File: config.mk
export PLATFORM = sky130hd
export DESIGN_NAME = correlator_search_ctrl
export DESIGN_NICKNAME = d
export VERILOG_FILES = /design/src/rtl/correlator_search_ctrl.sv
export SDC_FILE = /design/constraint.sdc
export NUM_CORES = 1
export LEC_CHECK = 0
export BUFFER_PORTS_ARGS = -buffer_cell sky130_fd_sc_hd__buf_2
export CORE_ASPECT_RATIO = 1.25
export CORE_MARGIN = 8
export CORE_UTILIZATION = 56
export CTS_CLUSTER_SIZE = 16
export DETAILED_ROUTE_END_ITERATION = 10
export PLACE_DENSITY = 0.8
export SLEW_MARGIN = 20
export SYNTH_ARGS = -nofsm -noshare
export SYNTH_HDL_FRONTEND = slang
export SYNTH_SLANG_ARGS = --single-unit
File: constraint.sdc
create_clock -name clk -period 2.9 [get_ports clk]
set_clock_uncertainty 0.15 [all_clocks]
set_input_delay 0.58 -clock clk [delete_from_list [all_inputs] [get_ports clk]]
set_output_delay 0.58 -clock clk [all_outputs]
set_load 0.05 [all_outputs]
File: src/rtl/correlator_search_ctrl.sv
// ---------------------------------------------------------------------------
// correlator_search_ctrl
//
// Purpose: drives correlator_core through a raster search over the window
// [X_START..X_END] x [Y_START..Y_END]. For each trial the controller holds
// the go level high with stable offsets until the core reports completion.
// It then drops go for one re-arm cycle and updates the running minimum.
// After the last offset pair it reports the best position. A trial that
// never completes within TIMEOUT cycles aborts the search with a sticky
// error flag.
//
// Ports:
//   clk            in   rising-edge clock for all logic
//   reset          in   synchronous, active-high reset
//   start          in   one-cycle request to run a full window search (IDLE only)
//   frame_sel      in   current-frame BRAM half select, latched at start
//   corr_go        out  go level to correlator_core
//   corr_x_offset  out  [5:0] x offset to correlator_core
//   corr_y_offset  out  [5:0] y offset to correlator_core
//   corr_frame_sel out  drives curr_frame_bram_offset_sel
//   corr_sum       in   [15:0] correlator result, valid with corr_done
//   corr_done      in   correlator trial complete (ignored outside RUN)
//   busy           out  search in progress
//   result_valid   out  one-cycle pulse, best_* are final
//   best_x         out  [5:0] x offset of the minimum sum
//   best_y         out  [5:0] y offset of the minimum sum
//   best_sum       out  [15:0] minimum sum found
//   timeout_err    out  sticky: last search aborted on timeout
// ---------------------------------------------------------------------------
module correlator_search_ctrl #(
  parameter int X_START = 16,
  parameter int X_END   = 48,
  parameter int Y_START = 16,
  parameter int Y_END   = 48,
  parameter int TIMEOUT = 1023
) (
  input  logic        clk,
  input  logic        reset,
  input  logic        start,
  input  logic        frame_sel,
  output logic        corr_go,
  output logic [5:0]  corr_x_offset,
  output logic [5:0]  corr_y_offset,
  output logic        corr_frame_sel,
  input  logic [15:0] corr_sum,
  input  logic        corr_done,
  output logic        busy,
  output logic        result_valid,
  output logic [5:0]  best_x,
  output logic [5:0]  best_y,
  output logic [15:0] best_sum,
  output logic        timeout_err
);

  // Wide enough to hold TIMEOUT itself; the counter never counts past it.
  localparam int WAIT_W = (TIMEOUT < 1) ? 1 : $clog2(TIMEOUT + 1);

  localparam logic [WAIT_W-1:0] WAIT_LIMIT = WAIT_W'(TIMEOUT);
  localparam logic [5:0]        X_FIRST    = 6'(X_START);
  localparam logic [5:0]        X_LAST     = 6'(X_END);
  localparam logic [5:0]        Y_FIRST    = 6'(Y_START);
  localparam logic [5:0]        Y_LAST     = 6'(Y_END);

  typedef enum logic [1:0] {
    IDLE    = 2'd0,
    RUN     = 2'd1,
    COMPARE = 2'd2,
    DONE    = 2'd3
  } state_t;

  state_t            state;
  logic [WAIT_W-1:0] wait_count;
  logic [15:0]       captured_sum;
  // best_* hold stale values from the previous search until the first trial
  // of a new search lands. This flag says whether they belong to this search.
  logic              best_valid;

  logic              is_better;
  logic              at_x_last;
  logic              at_y_last;

  // Strictly-less comparison keeps the earlier trial on ties. An empty best
  // accepts anything, including 16'hFFFF.
  assign is_better = !best_valid || (captured_sum < best_sum);
  assign at_x_last = (corr_x_offset == X_LAST);
  assign at_y_last = (corr_y_offset == Y_LAST);

  always_ff @(posedge clk) begin
    if (reset) begin
      state          <= IDLE;
      wait_count     <= '0;
      captured_sum   <= '0;
      best_valid     <= 1'b0;
      corr_go        <= 1'b0;
      corr_x_offset  <= X_FIRST;
      corr_y_offset  <= Y_FIRST;
      corr_frame_sel <= 1'b0;
      busy           <= 1'b0;
      result_valid   <= 1'b0;
      best_x         <= '0;
      best_y         <= '0;
      best_sum       <= 16'hFFFF;
      timeout_err    <= 1'b0;
    end else begin
      // result_valid is a pulse; only a transition into DONE raises it.
      result_valid <= 1'b0;

      case (state)
        IDLE: begin
          if (start) begin
            state          <= RUN;
            corr_go        <= 1'b1;
            busy           <= 1'b1;
            corr_frame_sel <= frame_sel;
            corr_x_offset  <= X_FIRST;
            corr_y_offset  <= Y_FIRST;
            timeout_err    <= 1'b0;
            best_valid     <= 1'b0;
            wait_count     <= '0;
          end
        end

        RUN: begin
          // Completion wins over timeout when both happen on the same cycle.
          if (corr_done) begin
            captured_sum <= corr_sum;
            corr_go      <= 1'b0;
            state        <= COMPARE;
          end else if (wait_count == WAIT_LIMIT) begin
            // Abort: best_* keep whatever they hold right now.
            corr_go      <= 1'b0;
            timeout_err  <= 1'b1;
            result_valid <= 1'b1;
            state        <= DONE;
          end else begin
            wait_count <= wait_count + WAIT_W'(1);
          end
        end

        COMPARE: begin
          // go is low for exactly this one cycle, which re-arms the core.
          wait_count <= '0;
          if (is_better) begin
            best_sum   <= captured_sum;
            best_x     <= corr_x_offset;
            best_y     <= corr_y_offset;
            best_valid <= 1'b1;
          end
          if (at_x_last && at_y_last) begin
            // Offsets stay on the last position; they reload at next start.
            result_valid <= 1'b1;
            state        <= DONE;
          end else begin
            // Raster order: x runs fastest, y advances when x wraps.
            if (at_x_last) begin
              corr_x_offset <= X_FIRST;
              corr_y_offset <= corr_y_offset + 6'd1;
            end else begin
              corr_x_offset <= corr_x_offset + 6'd1;
            end
            corr_go <= 1'b1;
            state   <= RUN;
          end
        end

        DONE: begin
          wait_count <= '0;
          busy       <= 1'b0;
          state      <= IDLE;
        end

        default: begin
          corr_go <= 1'b0;
          busy    <= 1'b0;
          state   <= IDLE;
        end
      endcase
    end
  end

endmodule

# --- Word level (Yosys, flattened, before mapping) ---
# Index checks and enable logic that the tools add are counted.
op_classes:
  n_addsub: 3
  mul: 0
  div_mod_pow: 0
  order_cmp: 1
  n_eq_ne: 14
  shifts: 0
  n_mux: 32
  bitwise_logic: 0
  reduce_logical: 20
ops:
  columns: ["op", "count"]
  rows:
  - ["two-way mux 10 bit", 3]
  - ["two-way mux 6 bit", 5]
  - ["one-hot mux 10 bit (3 select lines)", 1]
  - ["one-hot mux 6 bit (2 select lines)", 2]
  - ["less-than comparator 16 bit", 1]
  - ["!= test 2 bit, second input constant", 7]
  - ["adder 6 x 1 -> 6 bit, second input constant", 2]
  - ["equality test 6 bit, second input constant", 2]
  - ["AND reduction 4 bit", 3]
  - ["two-way mux 1 bit", 11]
  - ["adder 10 x 1 -> 10 bit, second input constant", 1]
  - ["equality test 10 bit, second input constant", 1]
  - ["AND reduction 2 bit", 5]
  - ["AND reduction 3 bit", 3]
  - ["two-way mux 2 bit", 4]
  - ["one-hot mux 1 bit (2 select lines)", 4]
  - ["one-hot mux 2 bit (4 select lines)", 1]
  - ["nonzero test 2 bit", 3]
  - ["equality test 2 bit, second input constant", 2]
  - ["!= test 3 bit, second input constant", 1]
  - ["one-hot mux 1 bit (3 select lines)", 1]
  - ["nonzero test 3 bit", 1]
  - ["equality test 2 x 1 -> 1 bit, second input constant", 1]
  - ["zero test 2 bit", 1]
  - ["other kinds (4)", 4]
word_totals:
  regBits: 74
  latchBits: 0
  ram_bits: 0
  romBits: 0
  in_bits: 21
  out_inout_bits: 45
  word_cells: 84
  memories: 0

# --- Longest topological paths before layout ---
depth:
  depth_word: 4
  depth_mapped: 9
  ltp_nobuf: 7

# --- Least setup slack after synthesis ---
# OpenSTA, ideal clock, no wires.
synth_timing:
  path_kind: "register to register"
  start: "reg best_sum[14]"
  end: "reg best_x[5]"
  arrival_ps: 2105
  slack_ps: 524
  path_stages_with_launch: 10
  path_buffers: 2
  period_less_slack_ps: 2376
  path_cell_list: "dfxtp_1 > inv_1 > ha_1 > and4_1 > o21ai_1 > a2111oi_2 > a21oi_1 > buf_6 > buf_6 > mux2i_1"
synth_between:
  elab_chain_len: 3
synth_lines:
  columns: ["element", "line_no", "text"]
  rows:
  - ["start, declared", "51", "output logic [15:0] best_sum,"]
  - ["start signal, assigned", "144", "best_sum <= captured_sum;"]
  - ["less-than comparator 16 bit", "84", "assign is_better = !best_valid || (captured_sum < best_sum);"]
  - ["logical OR 1 bit", "84", null]
  - ["AND reduction 2 bit (no source line)", null, null]
  - ["end signal, assigned", "145", "best_x <= corr_x_offset;"]
  - ["end, declared", "49", "output logic [5:0] best_x,"]
# No other way between the ends.
# A chain may end at the register's enable or synchronous reset.

# --- Final worst setup path ---
layout_timing:
  start: "reg state[0]"
  end: "reg best_sum[0]"
layout_between:
  elab_chain_len: 2
layout_lines:
  columns: ["element", "line_no", "text"]
  rows:
  - ["start, declared", "71", "state_t state;"]
  - ["start signal, assigned", "90", "state <= IDLE;"]
  - ["start signal, assigned", "111", "state <= RUN;"]
  - ["start signal, assigned", "128", "state <= COMPARE;"]
  - ["equality test 2 bit", "108", "case (state)"]
  - ["AND reduction 2 bit (no source line)", null, null]
# No other way between the ends.

==> flow_results.xml <==
<?xml version="1.0" encoding="UTF-8"?>
<metrics>
  <group name="status">
    <metric name="outcome" unit="">finished clean</metric>
  </group>
  <group name="logic_synthesis">
    <metric name="synth.net_count" unit="">475</metric>
    <metric name="synth_edf_count" unit="">0</metric>
    <metric name="synth.ff_latch_count" unit="">74</metric>
    <metric name="yosysSeqAreaShare" unit="%">39.1</metric>
    <metric name="synthesis.area_per_instance" unit="µm²">8.80</metric>
    <metric name="yosys.area.top_type_share" unit="%">39.1</metric>
    <metric name="synth_area_leaders" unit="">dfxtp_1 39%, ha_1 7.9%, mux2i_1 7.4%</metric>
    <metric name="postSynth.topFlopCell" unit="">dfxtp_1</metric>
    <metric name="yosysUniqueCellTypes" unit="">51</metric>
    <metric name="synthesis.yosys.warnings" unit="">0</metric>
    <metric name="yosysMostFrequentCell" unit="">dfxtp_1</metric>
    <metric name="synthArstFlopShare" unit="%">0</metric>
    <metric name="synth_area_leader_cell" unit="">dfxtp_1</metric>
    <metric name="synth_cells" unit="">430</metric>
    <metric name="syn-cell-area" unit="µm²">3780</metric>
    <metric name="synth_commonest_cells" unit="">74 x dfxtp_1, 55 x nor2_1, 50 x nand2_1, 34 x a21oi_1, 28 x mux2i_1</metric>
  </group>
  <group name="route">
    <metric name="routed_wl" unit="µm">8340</metric>
    <metric name="antenna_violating_nets_post_route" unit="">0</metric>
    <metric name="wirelength_per_cell" unit="µm">14.2</metric>
    <metric name="drtIter0Drc" unit="">129</metric>
    <metric name="detail_routed_via_count_per_cell" unit="">5.32</metric>
    <metric name="dr.pass1.iters" unit="">4</metric>
    <metric name="num_vias" unit="">3112</metric>
    <metric name="drt_drc_violations_left" unit="">0</metric>
  </group>
  <group name="place">
    <metric name="dp_hpwl" unit="µm">6140</metric>
    <metric name="place.port_buffers" unit="">65</metric>
    <metric name="place.gp.congestion" unit="">0.882</metric>
    <metric name="dpl_cell_area" unit="µm²">4170</metric>
  </group>
  <group name="clock_tree">
    <metric name="cts_root_buf" unit="">clkbuf_8</metric>
    <metric name="post_cts.resized_instances" unit="">0</metric>
    <metric name="numClockSinks" unit="">74</metric>
    <metric name="clk-insertion-delay-late" unit="ns">0.35</metric>
    <metric name="cts-buffers-inserted" unit="">9</metric>
    <metric name="cts_tree" unit="">yes</metric>
    <metric name="clock_path_buffers" unit="">2</metric>
    <metric name="htree_num_levels" unit="">3</metric>
    <metric name="cts.repair_timing.setup_buffer_count" unit="">0</metric>
    <metric name="clock_slew_seen_by_the_registers_of_the_worst_setup_and_hold_paths" unit="ns">0.07</metric>
    <metric name="cts_hold_buf" unit="">0</metric>
  </group>
  <group name="power_and_ir_drop">
    <metric name="switching_part_of_the_total_power" unit="%">39.3</metric>
    <metric name="vdd_drop_max" unit="mV">0.373</metric>
    <metric name="powerDensity" unit="nW/µm²">800</metric>
    <metric name="total_switching_power" unit="mW">1.38</metric>
    <metric name="leakage" unit="nW">1.90</metric>
    <metric name="power_frac_seq" unit="%">36.6</metric>
    <metric name="power.share.clock" unit="%">26.8</metric>
    <metric name="p_int" unit="mW">2.14</metric>
    <metric name="pwr-share-comb" unit="%">36.6</metric>
  </group>
  <group name="sta">
    <metric name="slew-limit-headroom" unit="%">54.0</metric>
    <metric name="post-route-period-util" unit="%">85.6</metric>
    <metric name="setup-tns-final" unit="ns">0</metric>
    <metric name="max_freq" unit="GHz">0.403</metric>
    <metric name="hold_violations" unit="">0</metric>
    <metric name="timing.final.setup_violations" unit="">0</metric>
    <metric name="period_minus_slack" unit="ns">2.48</metric>
    <metric name="worst_pin_slew" unit="ns">0.689</metric>
    <metric name="rsz0062_at_grt" unit="">false</metric>
    <metric name="slew_violations" unit="">0</metric>
  </group>
  <group name="worst_setup_path">
    <metric name="worst_setup_path_start_kind" unit="">flop</metric>
    <metric name="r2r_setup_slack" unit="ns">0.42</metric>
    <metric name="cp.required" unit="ns">3.02</metric>
    <metric name="worst_r2r_startpoint" unit="">state[0]</metric>
    <metric name="ff2ff_path_depth" unit="">8</metric>
    <metric name="critical_path_peak_fanout" unit="">18</metric>
    <metric name="slowest_stage" unit="">a21oi_4</metric>
    <metric name="cp_data_arrival_time" unit="ns">2.60</metric>
    <metric name="critPathCaptureType" unit="">flop</metric>
    <metric name="timing.critical_path.from" unit="">state[0]</metric>
    <metric name="worstPathCellList" unit="">inv_1 &gt; ha_1 &gt; inv_2 &gt; o21ai_1 &gt; o221ai_1 &gt; a21oi_4 &gt; buf_12 &gt; mux2i_1</metric>
    <metric name="critPathCapture" unit="">best_sum[0]</metric>
    <metric name="timing_worst_setup_path_type" unit="">flop to flop</metric>
    <metric name="critPathMaxStageDelay" unit="ns">0.47</metric>
    <metric name="worst_reg2reg_endpoint" unit="">best_sum[0]</metric>
  </group>
  <group name="hold_path">
    <metric name="hold_path.class" unit="">flop to flop</metric>
    <metric name="min_delay_path_depth" unit="">2</metric>
  </group>
  <group name="global_route">
    <metric name="first_global_vias" unit="">3154</metric>
    <metric name="antenna_violations_before_repair" unit="">0</metric>
    <metric name="grt_max_degree" unit="">40</metric>
    <metric name="global_route_wire_length_before_repair" unit="µm">14300</metric>
    <metric name="congestion_overflow_gr" unit="">0</metric>
    <metric name="global_route.usage.total" unit="%">18.6</metric>
  </group>
  <group name="floorplanning">
    <metric name="die_x" unit="µm">89.5</metric>
    <metric name="dieArea" unit="µm²">9660</metric>
    <metric name="fp.dieH" unit="µm">108</metric>
    <metric name="num_rows" unit="">33</metric>
    <metric name="start_util" unit="%">57.7</metric>
    <metric name="floorplan.io_pins" unit="">66</metric>
    <metric name="design.core.area" unit="µm²">6570</metric>
  </group>
  <group name="finish">
    <metric name="final_net_count" unit="">538</metric>
    <metric name="area_growth_syn_to_layout" unit="%">16.3</metric>
    <metric name="post_route_cells_drive_above_1_share" unit="%">20.5</metric>
    <metric name="antenna_cells_inserted" unit="">0</metric>
    <metric name="final_area" unit="µm²">4400</metric>
  </group>
  <group name="job">
    <metric name="max-cap-violations" unit="">0</metric>
  </group>
</metrics>
routing by layer:
metal,track usage (%),vias up,part of all wire (%)
met5,0,-,0
met4,7.51,0,1.5
met3,4.35,12,5.5
met2,31.7,59,49
met1,21.6,1449,44
li1,-,1592,-
worst max-delay path: cells and delay by family, from the launching register on:
| family | cells | cell delay, ns |
|---|---|---|
| AOI/OAI and AO/OA | 3 | 0.91 |
| adders and majority gates | 1 | 0.31 |
| buffers and inverters | 3 | 0.46 |
| DFF | 1 | 0.36 |
| muxes | 1 | 0.21 |
how the worst min path moves through the flow:
stage	from	endpoint	slack, ns
floorplan	captured_sum[0]	captured_sum[0]	0.29
global placement	corr_frame_sel	corr_frame_sel	0.29
detailed placement	corr_frame_sel	corr_frame_sel	0.30
CTS	corr_sum[4]	captured_sum[4]	0.31
global route	corr_sum[1]	captured_sum[1]	0.31
finish	corr_frame_sel	corr_frame_sel	0.31
power by group through the flow:
stage | Sequential [mW] | Combinational, mW | Clock [mW]
after floorplan | 1.63 | 0.691 | 0
after global placement | 1.30 | 1.26 | 0
after detailed placement | 1.31 | 1.28 | 0
after CTS | 1.29 | 1.29 | 0.960
after global routing | 1.32 | 1.41 | 1.00
final | 1.29 | 1.29 | 0.942
cells by family (layout without fill, tap and decap cells):
family          count (synthesis)  in the layout  synth area share [%]
simple gates                  183            183                  25.5
fa+ha+maj                      24             24                  7.93
compound gates                 62             62                  10.5
buf+inv                        41            109                  5.16
mux                            29             29                  7.80
xor+xnor                       17             17                  3.93
flops                          74             74                  39.1
layout make-up:
class,count,area [µm²]
clock buffers,10,128
clock inverters,6,105
fillers,526,2160
inverters,24,90.1
multi-input cells,315,2120
flip-flops and latches,74,1480
well taps,87,109
repair buffers,69,368
sequential cells by signal, summed over array words and instances, names as in the netlist, 2 cells and up:
signal / flops
best_x: 6
corr_x_offset: 6
corr_y_offset: 6
captured_sum: 16
wait_count: 10
state: 2
best_y: 6
best_sum: 16
layout by cell type (no fill, tap or decap), drive strengths merged, types with 5 or more instances in the layout:
cell,instances
dfxtp,74
buf,69
nor2,55
nand2,50
a21oi,34
mux2i,28
nand2b,28
ha,24
inv,24
xnor2,13
clkbuf,10
nand4,9
nand3,8
nor3,7
and2,5
metrics by stage:
step / hold WS, ns / setup slack [ns] / total power, mW / util, % / std cells
after floorplan: 0.295 / 0.524 / 2.32 / - / 430
after global placement: 0.289 / 0.579 / 2.57 / 63.5 / 569
after detailed placement: 0.305 / 0.429 / 2.60 / 63.5 / 569
after CTS: 0.306 / 0.407 / 3.54 / 67.0 / 585
after global routing: 0.313 / 0.234 / 3.73 / 67.0 / 585
final: 0.310 / 0.418 / 3.52 / 67.0 / 585
No activity file was read; power rests on OpenSTA's default activity.
